===== config.mk =====
export PLATFORM = sky130hd
export DESIGN_NAME = dsq_pcpi_ctrl_flat
export DESIGN_NICKNAME = d
export VERILOG_FILES = /design/src/rtl/dsq_pcpi_ctrl_pkg.sv /design/src/rtl/dsq_pcpi_ctrl_if.sv /design/src/rtl/dsq_pcpi_ctrl_insn_decode.sv /design/src/rtl/dsq_pcpi_ctrl.sv /design/src/flat_wrapper.sv
export SDC_FILE = /design/constraint.sdc
export NUM_CORES = 1
export LEC_CHECK = 0
export CAP_MARGIN = 20
export CORE_ASPECT_RATIO = 0.7
export CORE_UTILIZATION = 36
export CTS_CLUSTER_DIAMETER = 200
export CTS_CLUSTER_SIZE = 16
export DETAILED_ROUTE_END_ITERATION = 10
export GPL_ROUTABILITY_DRIVEN = 0
export PLACE_DENSITY_LB_ADDON = 0.25
export SLEW_MARGIN = 40
export SYNTH_ARGS = -nofsm -noshare
export SYNTH_HDL_FRONTEND = slang
export SYNTH_HIERARCHICAL = 1
export SYNTH_SLANG_ARGS = --single-unit

===== constraint.sdc =====
create_clock -name clk -period 3.7 [get_ports clk]
set_clock_uncertainty 0.2 [all_clocks]
set_input_delay 0.37 -clock clk [delete_from_list [all_inputs] [get_ports clk]]
set_output_delay 0.37 -clock clk [all_outputs]
set_load 0.01 [all_outputs]

===== src/rtl/dsq_pcpi_ctrl_pkg.sv =====
// Shared encodings for the dsq PCPI controller: opcode/funct7 match values,
// funct3 operation codes and controller FSM states.
package dsq_pcpi_ctrl_pkg;

    localparam logic [6:0] DSQ_OPC    = 7'b0001011;
    localparam logic [6:0] DSQ_FUNCT7 = 7'b0000001;

    typedef enum logic [2:0] {
        F3_DSQ     = 3'b000,
        F3_DSQ_ACC = 3'b001,
        F3_ACC_CLR = 3'b010,
        F3_ACC_RD  = 3'b011,
        F3_ACC_WR  = 3'b100
    } dsq_op_e;

    typedef enum logic [1:0] {
        S_IDLE  = 2'd0,
        S_ISSUE = 2'd1,
        S_RESP  = 2'd2,
        S_GUARD = 2'd3
    } dsq_state_e;

    // Only DSQ and DSQ.ACC need the shared datapath.
    function automatic logic op_uses_dp(input dsq_op_e op);
        return (op == F3_DSQ) || (op == F3_DSQ_ACC);
    endfunction

endpackage


===== src/rtl/dsq_pcpi_ctrl_if.sv =====
// Core-side PCPI bundle and controller-to-datapath dsq bundle.
// The core / controller is always the master of its respective bundle.
interface dsq_pcpi_if;
    logic        pcpi_valid;
    logic [31:0] pcpi_instr;
    logic [31:0] pcpi_rs1;
    logic [31:0] pcpi_rs2;
    logic        pcpi_wait;
    logic        pcpi_ready;
    logic        pcpi_wr;
    logic [31:0] pcpi_rd;

    modport master (output pcpi_valid, pcpi_instr, pcpi_rs1, pcpi_rs2,
                    input  pcpi_wait, pcpi_ready, pcpi_wr, pcpi_rd);
    modport slave  (input  pcpi_valid, pcpi_instr, pcpi_rs1, pcpi_rs2,
                    output pcpi_wait, pcpi_ready, pcpi_wr, pcpi_rd);
endinterface

interface dsq_dp_if;
    logic        dsq_valid;
    logic [31:0] dsq_rs1;
    logic [31:0] dsq_rs2;
    logic        dsq_ready;
    logic [31:0] dsq_rd;

    modport master (output dsq_valid, dsq_rs1, dsq_rs2,
                    input  dsq_ready, dsq_rd);
    modport slave  (input  dsq_valid, dsq_rs1, dsq_rs2,
                    output dsq_ready, dsq_rd);
endinterface


===== src/rtl/dsq_pcpi_ctrl_insn_decode.sv =====
// Combinational decode of custom-0 DSQ instructions: claim decision and op.
module dsq_insn_decode
    import dsq_pcpi_ctrl_pkg::*;
#(
    parameter logic [6:0] OPC    = DSQ_OPC,
    parameter logic [6:0] FUNCT7 = DSQ_FUNCT7
) (
    input  logic        i_valid,
    input  logic [31:0] i_instr,
    output logic        o_match,
    output dsq_op_e     o_op,
    output logic        o_use_dp
);
    logic w_f3_ok;
    logic w_unused;

    // Register-index fields are irrelevant: operands arrive on rs1/rs2.
    assign w_unused = ^{i_instr[24:15], i_instr[11:7]};

    assign o_op     = dsq_op_e'(i_instr[14:12]);
    assign w_f3_ok  = (i_instr[14:12] <= 3'b100);
    assign o_match  = i_valid && (i_instr[6:0] == OPC) &&
                      (i_instr[31:25] == FUNCT7) && w_f3_ok;
    assign o_use_dp = op_uses_dp(o_op);

endmodule


===== src/rtl/dsq_pcpi_ctrl.sv =====
// PCPI controller sequencing one shared dsq datapath and owning the
// distance accumulator; results return over pcpi_rd/pcpi_wr.
module dsq_pcpi_ctrl
    import dsq_pcpi_ctrl_pkg::*;
#(
    parameter int         ACC_W   = 32,
    parameter int         TIMEOUT = 16,
    parameter logic [6:0] OPC     = DSQ_OPC,
    parameter logic [6:0] FUNCT7  = DSQ_FUNCT7
) (
    input  logic         clk,
    input  logic         reset,
    dsq_pcpi_if.slave    pcpi,
    dsq_dp_if.master     dsq,
    output logic         busy,
    output logic         acc_ovf,
    output logic         timeout_err
);
    localparam int CNT_W = (TIMEOUT > 2) ? $clog2(TIMEOUT) : 1;

    dsq_state_e       r_state;
    dsq_op_e          r_op;
    logic [CNT_W-1:0] r_tmo_cnt;
    logic [ACC_W-1:0] r_acc;
    logic             r_acc_ovf;
    logic             r_tmo_err;
    logic             r_dsq_valid;
    logic [31:0]      r_dsq_rs1;
    logic [31:0]      r_dsq_rs2;
    logic             r_ready;
    logic             r_wr;
    logic [31:0]      r_rd;

    logic             w_match;
    dsq_op_e          w_op;
    logic             w_use_dp;
    logic [ACC_W:0]   w_sum;

    dsq_insn_decode #(.OPC(OPC), .FUNCT7(FUNCT7)) u_dec (
        .i_valid  (pcpi.pcpi_valid),
        .i_instr  (pcpi.pcpi_instr),
        .o_match  (w_match),
        .o_op     (w_op),
        .o_use_dp (w_use_dp)
    );

    // Carry-out of the accumulate feeds the sticky overflow flag.
    assign w_sum = {1'b0, r_acc} + {1'b0, dsq.dsq_rd[ACC_W-1:0]};

    assign pcpi.pcpi_wait  = w_match && (r_state == S_IDLE || r_state == S_ISSUE);
    assign pcpi.pcpi_ready = r_ready;
    assign pcpi.pcpi_wr    = r_wr;
    assign pcpi.pcpi_rd    = r_rd;
    assign dsq.dsq_valid   = r_dsq_valid;
    assign dsq.dsq_rs1     = r_dsq_rs1;
    assign dsq.dsq_rs2     = r_dsq_rs2;
    assign busy            = (r_state != S_IDLE);
    assign acc_ovf         = r_acc_ovf;
    assign timeout_err     = r_tmo_err;

    always_ff @(posedge clk) begin
        if (reset) begin
            r_state     <= S_IDLE;
            r_op        <= F3_DSQ;
            r_tmo_cnt   <= '0;
            r_acc       <= '0;
            r_acc_ovf   <= 1'b0;
            r_tmo_err   <= 1'b0;
            r_dsq_valid <= 1'b0;
            r_dsq_rs1   <= '0;
            r_dsq_rs2   <= '0;
            r_ready     <= 1'b0;
            r_wr        <= 1'b0;
            r_rd        <= '0;
        end else begin
            case (r_state)
                S_IDLE: begin
                    if (w_match && w_use_dp) begin
                        r_state     <= S_ISSUE;
                        r_op        <= w_op;
                        r_tmo_cnt   <= '0;
                        r_dsq_valid <= 1'b1;
                        r_dsq_rs1   <= pcpi.pcpi_rs1;
                        r_dsq_rs2   <= (w_op == F3_DSQ) ? pcpi.pcpi_rs2 : '0;
                    end else if (w_match) begin
                        r_state <= S_RESP;
                        r_ready <= 1'b1;
                        r_wr    <= 1'b1;
                        case (w_op)
                            F3_ACC_CLR: begin
                                r_rd  <= 32'(r_acc);
                                r_acc <= '0;
                            end
                            F3_ACC_WR: begin
                                r_rd  <= pcpi.pcpi_rs1;
                                r_acc <= ACC_W'(pcpi.pcpi_rs1);
                            end
                            default: r_rd <= 32'(r_acc);
                        endcase
                    end
                end
                S_ISSUE: begin
                    if (!pcpi.pcpi_valid) begin
                        // Core withdrew: abandon quietly, accumulator untouched.
                        r_state     <= S_IDLE;
                        r_dsq_valid <= 1'b0;
                        r_dsq_rs1   <= '0;
                        r_dsq_rs2   <= '0;
                    end else if (dsq.dsq_ready) begin
                        r_state     <= S_RESP;
                        r_dsq_valid <= 1'b0;
                        r_dsq_rs1   <= '0;
                        r_dsq_rs2   <= '0;
                        r_ready     <= 1'b1;
                        r_wr        <= 1'b1;
                        if (r_op == F3_DSQ_ACC) begin
                            r_acc <= w_sum[ACC_W-1:0];
                            r_rd  <= 32'(w_sum[ACC_W-1:0]);
                            if (w_sum[ACC_W]) r_acc_ovf <= 1'b1;
                        end else begin
                            r_rd <= dsq.dsq_rd;
                        end
                    end else if (r_tmo_cnt == CNT_W'(TIMEOUT - 1)) begin
                        r_state     <= S_RESP;
                        r_dsq_valid <= 1'b0;
                        r_dsq_rs1   <= '0;
                        r_dsq_rs2   <= '0;
                        r_ready     <= 1'b1;
                        r_wr        <= 1'b0;
                        r_rd        <= '0;
                        r_tmo_err   <= 1'b1;
                    end else begin
                        r_tmo_cnt <= r_tmo_cnt + 1'b1;
                    end
                end
                S_RESP: begin
                    r_state <= S_GUARD;
                    r_ready <= 1'b0;
                    r_wr    <= 1'b0;
                    r_rd    <= '0;
                end
                default: r_state <= S_IDLE;
            endcase
        end
    end

endmodule


===== src/flat_wrapper.sv =====
// flat-port wrapper written by rule: the top's interface ports become plain ports
module dsq_pcpi_ctrl_flat import dsq_pcpi_ctrl_pkg::*;
#(
    parameter int         ACC_W   = 32,
    parameter int         TIMEOUT = 16,
    parameter logic [6:0] OPC     = DSQ_OPC,
    parameter logic [6:0] FUNCT7  = DSQ_FUNCT7
)
  (clk, reset, busy, acc_ovf, timeout_err, pcpi_pcpi_valid, pcpi_pcpi_instr, pcpi_pcpi_rs1, pcpi_pcpi_rs2, pcpi_pcpi_wait, pcpi_pcpi_ready, pcpi_pcpi_wr, pcpi_pcpi_rd, dsq_dsq_valid, dsq_dsq_rs1, dsq_dsq_rs2, dsq_dsq_ready, dsq_dsq_rd);
  dsq_pcpi_if pcpi_i ();
  dsq_dp_if dsq_i ();
  input  logic clk;
  input  logic reset;
  output logic busy;
  output logic acc_ovf;
  output logic timeout_err;
  input wire logic [$bits(pcpi_i.pcpi_valid)-1:0] pcpi_pcpi_valid;
  input wire logic [$bits(pcpi_i.pcpi_instr)-1:0] pcpi_pcpi_instr;
  input wire logic [$bits(pcpi_i.pcpi_rs1)-1:0] pcpi_pcpi_rs1;
  input wire logic [$bits(pcpi_i.pcpi_rs2)-1:0] pcpi_pcpi_rs2;
  output wire logic [$bits(pcpi_i.pcpi_wait)-1:0] pcpi_pcpi_wait;
  output wire logic [$bits(pcpi_i.pcpi_ready)-1:0] pcpi_pcpi_ready;
  output wire logic [$bits(pcpi_i.pcpi_wr)-1:0] pcpi_pcpi_wr;
  output wire logic [$bits(pcpi_i.pcpi_rd)-1:0] pcpi_pcpi_rd;
  output wire logic [$bits(dsq_i.dsq_valid)-1:0] dsq_dsq_valid;
  output wire logic [$bits(dsq_i.dsq_rs1)-1:0] dsq_dsq_rs1;
  output wire logic [$bits(dsq_i.dsq_rs2)-1:0] dsq_dsq_rs2;
  input wire logic [$bits(dsq_i.dsq_ready)-1:0] dsq_dsq_ready;
  input wire logic [$bits(dsq_i.dsq_rd)-1:0] dsq_dsq_rd;
  assign pcpi_i.pcpi_valid = pcpi_pcpi_valid;
  assign pcpi_i.pcpi_instr = pcpi_pcpi_instr;
  assign pcpi_i.pcpi_rs1 = pcpi_pcpi_rs1;
  assign pcpi_i.pcpi_rs2 = pcpi_pcpi_rs2;
  assign pcpi_pcpi_wait = pcpi_i.pcpi_wait;
  assign pcpi_pcpi_ready = pcpi_i.pcpi_ready;
  assign pcpi_pcpi_wr = pcpi_i.pcpi_wr;
  assign pcpi_pcpi_rd = pcpi_i.pcpi_rd;
  assign dsq_dsq_valid = dsq_i.dsq_valid;
  assign dsq_dsq_rs1 = dsq_i.dsq_rs1;
  assign dsq_dsq_rs2 = dsq_i.dsq_rs2;
  assign dsq_i.dsq_ready = dsq_dsq_ready;
  assign dsq_i.dsq_rd = dsq_dsq_rd;
  dsq_pcpi_ctrl #(.ACC_W(ACC_W), .TIMEOUT(TIMEOUT), .OPC(OPC), .FUNCT7(FUNCT7)) u_core (.clk(clk), .reset(reset), .pcpi(pcpi_i), .dsq(dsq_i), .busy(busy), .acc_ovf(acc_ovf), .timeout_err(timeout_err));
endmodule

==> summary.md <==
| Metric | Value |
|---|---|
| Status | `complete, no violations` |
| R2R setup slack | `0.69 ns` |
| Share of post-route cells with drive strength above 1 | `7.22%` |
| Initial drt markers | `777` |
| Simple-gate share of the synthesized area | `21.5%` |
| Fill count | `2237` |
| Period minus WS final | `3.07 ns` |
| EDFF count, synth | `0` |
| Post-synth cell types | `76` |
| Layout Nets | `1433` |
| Fmax | `325 MHz` |
| Worst-path clk slew | `0.07 ns` |
| Initial antenna violation count | `2` |
| HPWL Detailed | `23300 um` |
| RSZ-0062 raised after global routing | `no` |
| Worst hold path class | `input pin to flop` |
| TritonCTS clock tree | `done` |
| Vias per inst | `5.68` |
| Number of inserted diodes | `0` |
| Warnings, synthesis | `6` |
| Seq/Total Area, Yosys | `33.7%` |
| Max cap viols | `0` |
| Critical Path RT | `3.82 ns` |
| Grt ovf | `0` |
| Die width | `185 um` |
| First-pass GRT wire length | `48000 um` |
| Num CTS Buffers | `17` |
| Root Driver | `clkbuf_16` |
| Worst-path cell chain | `clkdlybuf4s50_1 > ha_1 > fa_1 > a21oi_1 > o211ai_1 > nand4_1 > nand3_4 > a311oi_2 > xor2_1 > a2111oi_0` |
| Async S/R FF share, synth | `0%` |
| # hold bufs at CTS | `0` |
| DR vias | `9018` |
| Critical Path Max Stage Delay | `0.44 ns` |
| First drt pass iteration count | `6` |
| Top cells by area, synth | `dfxtp_1 (34%), nor2_1 (8.0%), a22oi_1 (5.8%)` |
| Peak VDD IR | `0.000410 V` |
| Compound-Gate Fraction of Synth Area | `29.8%` |
| IO Pins | `235` |
| Fin. max-slew vios | `0` |
| Syn nets | `1246` |
| # rows | `46` |
| Setup TNS | `0 ns` |
| CTS Buffer Depth | `2` |
| Pwr/cell area | `787 mW/mm^2` |
| Final hold vios | `0` |
| Setup Fix Bufs, Post-CTS | `0` |
| Pleak | `4.25 nW` |
| Initial Utilization | `37.0%` |
| Worst slew margin | `53.6%` |
| Arr. time, crit path | `3.19 ns` |
| Post-synthesis mux area share | `1.66%` |
| Tot Pwr | `0.00911 W` |
| DP Area | `0.0110 mm^2` |
| Post-route ant nets | `0` |
| Slew @ Worst Pin | `0.695 ns` |
| Setup CP Type | `input pin to flop` |
| CTS Sinks | `142` |
| Yosys top cell by area | `dfxtp_1` |
| Maximum number of pins on one net before global-route repair | `60` |
| Die ar. | `0.0240 mm^2` |
| Largest family of logic cells by synthesized area | `compound AO/OA/AOI/OAI gates` |
| Die Y | `130 um` |
| Slowest CP cell | `fa_1` |
| Setup violators final | `0` |
| Total global routing track utilization | `26.3%` |
| Setup crit start kind | `input pin` |
| Avg WL per Cell | `19.7 um` |
| Reg2reg end | `u_core/r_acc[22]` |
| Worst-Skew Late Latency | `0.45 ns` |
| Top cell type's share of synthesized area | `33.7%` |
| Adder-cell area share of the yosys netlist | `5.88%` |
| Setup crit start | `dsq_dsq_rd[0]` |
| Crit path capture type | `flop` |
| Number of H-tree levels | `4` |
| Mean Syn Cell Area | `7.84 um^2` |
| Post-CTS sizing | `0` |
| Final WL | `31300 um` |
| Main synth FF type | `dfxtp_1` |
| FF+latch count, synth | `142` |
| Vias in the first global route | `8478` |
| DRC | `0` |
| Mapped Area | `0.00842 mm^2` |
| Core area | `0.0228 mm^2` |
| Worst reg2reg path depth | `9` |
| Finished Cell Area | `0.0116 mm^2` |
| Final worst path period share | `83.1%` |
| PortBufs | `219` |
| P&R area growth vs syn | `37.5%` |
| Cells after Synth | `1075` |
| Crit path capture | `u_core/r_acc[22]` |
| Post-Synth XOR/XNOR Area | `2.50%` |
| Reg2reg start | `u_core/r_acc[0]` |
| Crit Path Max Fanout | `7` |
==> cell usage after synthesis, types with 13 or more instances <==
cell,number
nand2_1,104
ha_1,38
nor3_1,33
nand4_1,17
a21o_1,14
a221oi_1,15
o21ai_0,34
mux2i_1,14
nor2_1,180
or3_1,13
a211oi_1,39
xor2_1,16
nand3_1,20
dfxtp_1,142
a21oi_1,76
clkbuf_1,61
buf_2,16
a22oi_1,65
==> area by class of cell <==
cell class / instances / area (um^2) / share of cell area (%)
multi-input combinational: 834 / 5210 / 45.0
sequential: 142 / 2840 / 24.5
clock inverter: 12 / 124 / 1.07
timing repair buffer: 255 / 2500 / 21.6
tap: 312 / 390 / 3.37
clock buffer: 20 / 467 / 4.03
inverter: 12 / 45.0 / 0.389
==> kinds of logic after synthesis <==
family / Yosys count
flops: 142
mux: 14
buf+inv: 99
compound gates: 353
fa+ha+maj: 39
xor+xnor: 24
simple gates: 404
==> report_power, final <==
group          leakage (nW)  internal, W  switching (W)  total [W]
Sequential             1.15      0.00193       0.000277    0.00220
Clock                 0.284     0.000996       0.000766    0.00176
Combinational          2.82      0.00208        0.00307    0.00515
==> worst max-delay path, delay by kind of cell <==
kind                     cells  cell delay, ns
adder cells (fa/ha/maj)      2            0.68
XOR/XNOR                     1            0.19
AO/OA/AOI/OAI                4            1.14
AND/OR/NAND/NOR              2            0.37
buffers and inverters        1            0.43
==> worst min path at each step <==
stage / startpoint / endpoint / slack [ns] / depth (start not counted)
finish: reset / u_core/dsq.dsq_rs1[27] / 0.25 / 2
floorplan: u_core/r_tmo_cnt[1] / u_core/r_tmo_cnt[1] / 0.26 / 2
global route: reset / u_core/r_op[1] / 0.28 / 2
CTS: reset / u_core/dsq.dsq_rs1[22] / 0.24 / 2
global placement: u_core/dsq.dsq_valid / u_core/dsq.dsq_valid / 0.27 / 2
detailed placement: u_core/timeout_err / u_core/timeout_err / 0.27 / 2
==> cell usage in the layout, fill, tap and decap left out, types with 8 or more instances in the layout <==
master	n
clkdlybuf4s50_1	218
nor2_1	179
dfxtp_1	142
nand2_1	104
a21oi_1	76
a22oi_1	65
a211oi_1	39
ha_1	37
buf_4	33
nor3_1	33
o21ai_0	33
nand3_1	20
clkbuf_16	17
nand4_1	17
xor2_1	16
a21o_1	14
mux2i_1	14
a221oi_1	14
or3_1	13
inv_1	12
o21a_1	10
o21ai_1	10
a31oi_1	10
a311oi_1	9
xnor2_1	8
a2111oi_0	8
==> per-stage QoR <==
step / instances / hold slack (ns) / utilization [%] / worst slack [ns]
5_1_grt: 1587 / 0.278 / 50.8 / 0.367
4_1_cts: 1587 / 0.244 / 50.8 / 0.653
2_1_floorplan: 1075 / 0.263 / - / 0.914
6_report: 1587 / 0.252 / 50.8 / 0.626
3_3_place_gp: 1554 / 0.267 / 48.2 / 0.284
3_5_place_dp: 1555 / 0.267 / 48.2 / 0.214
==> sequential cells by signal, indices dropped and copies added, names as in the netlist <==
register and cells:
u_core/pcpi.pcpi_rd 32, u_core/acc_ovf 1, u_core/pcpi.pcpi_ready 1, u_core/r_acc 32
u_core/r_op 3, u_core/dsq.dsq_rs2 32, u_core/pcpi.pcpi_wr 1, u_core/dsq.dsq_rs1 32
u_core/dsq.dsq_valid 1, u_core/r_state 2, u_core/timeout_err 1, u_core/r_tmo_cnt 4
==> routing by layer <==
metal | vias up | global-route usage (%) | part of all wire (%)
met4 | 4 | 7.19 | 1.5
met1 | 4222 | 35.9 | 45
li1 | 4352 | - | -
met5 | - | 0 | 0.077
met2 | 401 | 37.4 | 41
met3 | 39 | 11.2 | 12
(Power assumes the default switching activity.)
